$ cat src/rtl/servo_pwm_multi.sv
// Multi-channel servo PWM generator: one shared frame counter, per-channel
// clamped targets, per-frame slew limiting and frame-aligned enables.
module servo_pwm_multi #(
    parameter int N_CH   = 4,
    parameter int PERIOD = 1_000_000,
    parameter int CNT_W  = 21,
    parameter int PW_MIN = 50_000,
    parameter int PW_MAX = 250_000,
    parameter int STEP   = 1_000
) (
    input  logic                                         clk,
    input  logic                                         rst_n,
    input  logic                                         wr_en,
    input  logic [((N_CH > 1) ? $clog2(N_CH) : 1)-1:0]   wr_ch,
    input  logic [CNT_W-1:0]                             wr_pw,
    input  logic [N_CH-1:0]                              enable,
    output logic [N_CH-1:0]                              servo,
    output logic [N_CH-1:0]                              busy,
    output logic                                         frame_tick
);

    localparam int                CH_W   = (N_CH > 1) ? $clog2(N_CH) : 1;
    localparam logic [CNT_W-1:0]  LAST   = CNT_W'(PERIOD - 1);
    localparam logic [CNT_W-1:0]  MIN_V  = CNT_W'(PW_MIN);
    localparam logic [CNT_W-1:0]  MAX_V  = CNT_W'(PW_MAX);
    localparam logic [CNT_W-1:0]  PW_CTR = CNT_W'((PW_MIN + PW_MAX) / 2);
    localparam logic [CNT_W-1:0]  STEP_V = CNT_W'(STEP);
    localparam logic signed [CNT_W:0] STEP_S = (CNT_W + 1)'(STEP);

    function automatic logic [CNT_W-1:0] clamp_pw(input logic [CNT_W-1:0] pw);
        if (pw < MIN_V)
            return MIN_V;
        else if (pw > MAX_V)
            return MAX_V;
        else
            return pw;
    endfunction

    // Difference is taken one bit wider and signed so a downward move never wraps.
    function automatic logic [CNT_W-1:0] slew_pw(input logic [CNT_W-1:0] cur_v,
                                                 input logic [CNT_W-1:0] tgt_v);
        logic signed [CNT_W:0] diff;
        diff = $signed({1'b0, tgt_v}) - $signed({1'b0, cur_v});
        if (STEP == 0)
            return tgt_v;
        else if (diff > STEP_S)
            return cur_v + STEP_V;
        else if (diff < -STEP_S)
            return cur_v - STEP_V;
        else
            return tgt_v;
    endfunction

    logic [CNT_W-1:0] cnt_p0;
    logic             last_p0;
    logic [CNT_W-1:0] tgt [N_CH];
    logic [CNT_W-1:0] cur [N_CH];
    logic [N_CH-1:0]  en_l;
    logic [N_CH-1:0]  servo_p1;

    assign last_p0 = (cnt_p0 == LAST);

    // Stage 0: free-running frame counter
    always_ff @(posedge clk) begin
        if (!rst_n)
            cnt_p0 <= '0;
        else if (last_p0)
            cnt_p0 <= '0;
        else
            cnt_p0 <= cnt_p0 + CNT_W'(1);
    end

    // Stage 1: per-channel state and registered outputs; the boundary reads the
    // old target, so a write on the boundary edge lands one frame later.
    always_ff @(posedge clk) begin
        if (!rst_n) begin
            en_l     <= '0;
            servo_p1 <= '0;
            for (int i = 0; i < N_CH; i++) begin
                tgt[i] <= PW_CTR;
                cur[i] <= PW_CTR;
            end
        end else begin
            for (int i = 0; i < N_CH; i++) begin
                servo_p1[i] <= en_l[i] & (cnt_p0 < cur[i]);
                if (last_p0)
                    cur[i] <= slew_pw(cur[i], tgt[i]);
                if (wr_en && (wr_ch == CH_W'(i)))
                    tgt[i] <= clamp_pw(wr_pw);
            end
            if (last_p0)
                en_l <= enable;
        end
    end

    always_comb begin
        busy = '0;
        for (int i = 0; i < N_CH; i++)
            busy[i] = (cur[i] != tgt[i]);
    end

    assign servo      = servo_p1;
    assign frame_tick = last_p0;

endmodule
$ cat config.mk
export PLATFORM = sky130hd
export DESIGN_NAME = servo_pwm_multi
export DESIGN_NICKNAME = d
export VERILOG_FILES = /design/src/rtl/servo_pwm_multi.sv
export SDC_FILE = /design/constraint.sdc
export NUM_CORES = 1
export LEC_CHECK = 0
export BUFFER_PORTS_ARGS = -buffer_cell sky130_fd_sc_hd__buf_2
export CORE_MARGIN = 5
export CORE_UTILIZATION = 30
export CTS_BUF_LIST = sky130_fd_sc_hd__clkbuf_4 sky130_fd_sc_hd__clkbuf_8
export DETAILED_ROUTE_END_ITERATION = 7
export PLACE_DENSITY = 0.49
export SLEW_MARGIN = 20
export SYNTH_ARGS = -nofsm -noshare
export SYNTH_HDL_FRONTEND = slang
export SYNTH_SLANG_ARGS = --single-unit
$ cat constraint.sdc
create_clock -name clk -period 6.7 [get_ports clk]
set_input_delay 0.335 -clock clk [delete_from_list [all_inputs] [get_ports clk]]
set_output_delay 0.335 -clock clk [all_outputs]
set_load 0.005 [all_outputs]
==> summary.txt <==
Run status
  – Result of the run: completed

Power
  – Leakage power: 7.83 nW
  – Share of power burned in the clock network: 25.6%
  – Worst IR drop on VDD: 117 uV
  – Pwr/cell area: 159 mW/mm2
  – Net switching share of the total power: 35.5%
  – Combinational power share: 27.6%
  – Cell Int Power: 2.00 mW
  – Overall power consumption: 3.10 mW
  – Part of the total power dissipated in sequential elements: 46.9%
  – Switching power: 1.10 mW

Clocking
  – Setup Buffers After CTS: 0
  – Clock transition at the register clock pins on the worst setup and hold paths after CTS: 110 ps
  – Post-CTS resize count: 0
  – Count of hold-fix buffers inserted at cts: 0
  – Root buffer selected by CTS: sky130_fd_sc_hd__clkbuf_8
  – Number of buffers created by CTS: 17
  – Sink count of the clock tree: 197
  – Clock tree buffer depth: 2
  – Total number of H-tree levels: 4
  – CTS tree: built
  – Clock latency at the later pin of the worst-skew pair: 520 ps

Setup path
  – Worst stage delay on the critical path: 580 ps
  – Nature of the critical path startpoint: register
  – Worst path top cell family by delay: simple AND/OR/NAND/NOR gates
  – Critical path buffer and inverter count: 1
  – Data required time of the critical path: 6960 ps
  – Crit-path cells: inv_1, ha_1, a21oi_1, nor2_1, nor4_2, a21oi_1, o21a_1, or4_1, or4_1, and2_1, a21oi_1, a31oi_1, or4_1
  – Critical path capture point type: register
  – Maximum fanout along the worst path: 26
  – Critical Path Slowest Stage Cell: sky130_fd_sc_hd__or4_1
  – Worst setup path category: reg -> reg
  – Data arrival time of the critical path: 5300 ps

Global route
  – Pin count of the biggest net entering global routing: 44
  – Antenna violations before repair: 3
  – Global-route usage over all layers: 17.3%
  – Vias in the first global route: 15.8k
  – Leftover overflow at the end of global routing: 0
  – First-pass GRT wire length: 91.2 mm

Layout
  – Area Overhead vs Synth: 8.07%
  – Layout cell share with drive strength beyond 1: 6.18%
  – Storage cell area: 0.00563 mm2
  – Area of all placed cells without fillers: 0.0195 mm2
  – Commonest cells after routing, fill and taps aside: 192 x sky130_fd_sc_hd__nand2_1, 173 x sky130_fd_sc_hd__ha_1, 168 x sky130_fd_sc_hd__edfxtp_1
  – Area taken by multi-input logic gates: 0.0117 mm2
  – Layout filler cell count: 6311
  – Final cell count without fillers: 2953
  – Number of nets in the layout: 2362
  – Most common cell after layout, fill and taps aside: sky130_fd_sc_hd__nand2_1

Logic synthesis
  – Synthesized cell area: 0.0181 mm2
  – Fraction of the yosys area taken by sequential cells: 31.1%
  – Syn_area_per_cell: 8.41 um2
  – Number of flops mapped to enable cells by yosys: 168
  – Cell taking the most area after synthesis: sky130_fd_sc_hd__edfxtp_1
  – Flip-flop cell with the highest count after synthesis: sky130_fd_sc_hd__edfxtp_1
  – Number of register bits inferred by synthesis: 197
  – Fraction of registers with async set or reset after synthesis: 0%
  – Top post-synthesis cells by area: sky130_fd_sc_hd__edfxtp_1 28%, sky130_fd_sc_hd__ha_1 12%, sky130_fd_sc_hd__xnor2_1 6.0%
  – Number of library cell types mapped by synthesis: 79
  – Instance count of the mapped netlist: 2151
  – Fraction of post-synthesis cell area in the top cell type by area: 27.9%
  – Synthesis Warnings: 0

Drt
  – Via count: 16.3k
  – Number of DRC violations after detailed routing: 0
  – Number of DRC violations after detailed-routing iteration 0: 1153
  – Antenna violation net count after detailed routing: 0
  – Count of TritonRoute iterations in the first routing pass: 6
  – Overall routed net length: 58.3 mm
  – Average detailed-routed wire length per instance: 19.7 um
  – Vias per cell: 5.51

Timing
  – Tightest hold margin: 52.7 ps
  – Clock skew after layout: 16.2 ps
  – Final clock period utilization by the worst path: 75.3%
  – Setup repair after global routing missed its margin: false
  – Total setup violations reported at the end of the flow: 0
  – Transition time at the pin with the least slew margin: 1010 ps
  – Rel. slew slack: 32.5%
  – Final count of hold timing violations: 0
  – Shortest clock period the worst path allows after layout: 5040 ps
  – Highest clock rate: 198 MHz
  – Total count of max-transition violations in the final report: 0
  – Setup Total Neg Slack: 0 ps

Floorplanning
  – Die Y-Extent: 256 um
  – Number of primary I/O pins: 39
  – Die X: 256 um
  – Floorplan die area: 0.0653 mm2
  – Initial Util: 30.1%
  – # rows: 90
  – Area of the core: 0.0600 mm2

Placement
  – Final RePlAce weighted congestion: 0.893
  – DPL Wire Length: 45.0 mm
  – Total instance count after detailed placement: 2918
  – Number of buffers inserted by port buffering: 38
  – Total placed instance area: 0.0192 mm2

Min path
  – Worst hold-check path type: in -> reg

Run
  – Number of violations of the max-capacitance limit: 0
[routing by layer]
metal  vias to the layer above  part of all wire [%]  wire (um)  GRT usage [%]
li1                       8004                     -          -              -
met1                      7804                    48      28200           24.3
met2                       402                    45      26100           27.8
met3                        72                   3.7       2150           1.78
met4                         0                   3.1       1820           6.06
met5                         -                     0          0              0
[kinds of logic after synthesis]
family                     share of synthesized area [%]
muxes                                              0.796
and+or+nand+nor                                     22.7
DFF                                                 31.1
AOI/OAI and AO/OA                                   20.6
xor gates and xnor gates                            7.75
adders and majority gates                           12.4
buffers and inverters                               4.61
other                                             0.0207
[flip-flops by register name (all words and copies together), names as in the netlist]
signal  cells
cnt_p0     21
en_l        4
tgt        84
servo       4
cur        84
[path summary, 6_finish.rpt]
kind	startpoint	end	slack, ps	cells past startpoint
max	cur[2][10]	cur[2][17]	1660	13
min	enable[2]	en_l[2]	50	3
min reg2reg	en_l[1]	en_l[1]	460	2
max reg2reg	cur[2][10]	cur[2][17]	1660	13
[cell type report]
| class | count | share of cell area, % |
|---|---|---|
| clock buffers | 18 | 1.24 |
| inverters | 129 | 2.48 |
| clock inverters | 14 | 0.653 |
| diodes | 3 | 0.0384 |
| well taps | 782 | 5.01 |
| flip-flops and latches | 197 | 28.8 |
| multi-input cells | 1749 | 59.9 |
| repair buffers | 61 | 1.86 |
[synthesized netlist by cell type (11+ instances only)]
| master | number |
|---|---|
| sky130_fd_sc_hd__a211o_1 | 11 |
| sky130_fd_sc_hd__a211oi_1 | 24 |
| sky130_fd_sc_hd__a21o_1 | 44 |
| sky130_fd_sc_hd__a21oi_1 | 162 |
| sky130_fd_sc_hd__a31oi_1 | 22 |
| sky130_fd_sc_hd__and2_1 | 39 |
| sky130_fd_sc_hd__and3_1 | 30 |
| sky130_fd_sc_hd__clkbuf_1 | 78 |
| sky130_fd_sc_hd__dfxtp_1 | 29 |
| sky130_fd_sc_hd__edfxtp_1 | 168 |
| sky130_fd_sc_hd__ha_1 | 173 |
| sky130_fd_sc_hd__inv_1 | 128 |
| sky130_fd_sc_hd__mux2i_1 | 11 |
| sky130_fd_sc_hd__nand2_1 | 194 |
| sky130_fd_sc_hd__nand2b_1 | 36 |
| sky130_fd_sc_hd__nand3_1 | 69 |
| sky130_fd_sc_hd__nand4_1 | 48 |
| sky130_fd_sc_hd__nor2_1 | 162 |
| sky130_fd_sc_hd__nor2b_1 | 22 |
| sky130_fd_sc_hd__nor3_1 | 71 |
| sky130_fd_sc_hd__nor4_1 | 40 |
| sky130_fd_sc_hd__o2111ai_1 | 12 |
| sky130_fd_sc_hd__o211ai_1 | 15 |
| sky130_fd_sc_hd__o21a_1 | 15 |
| sky130_fd_sc_hd__o21ai_0 | 131 |
| sky130_fd_sc_hd__o221ai_1 | 14 |
| sky130_fd_sc_hd__o22ai_1 | 13 |
| sky130_fd_sc_hd__o31ai_1 | 13 |
| sky130_fd_sc_hd__or2_2 | 18 |
| sky130_fd_sc_hd__or3_1 | 30 |
| sky130_fd_sc_hd__or4_1 | 17 |
| sky130_fd_sc_hd__xnor2_1 | 123 |
| sky130_fd_sc_hd__xor2_1 | 37 |
[worst min-delay path, stage by stage]
cell	delay, ps
sky130_fd_sc_hd__buf_2	90
sky130_fd_sc_hd__nand2_1	40
sky130_fd_sc_hd__a21oi_1	50
[through the flow]
step           utilization [%]  setup slack (ps)
2_1_floorplan                -              2310
3_3_place_gp              31.9              1770
3_5_place_dp              31.9              1700
4_1_cts                   32.5              1690
5_1_grt                   32.6              1330
6_report                  32.6              1660
[power by group through the flow]
stage | logic, mW | clock network [mW] | registers, mW
final | 0.855 | 0.793 | 1.45
after global routing | 0.951 | 0.856 | 1.46
after CTS | 0.848 | 0.814 | 1.45
after detailed placement | 0.843 | 0 | 1.48
after global placement | 0.837 | 0 | 1.48
after floorplan | 0.632 | 0 | 1.44
Power figures use the tool's default switching activity.
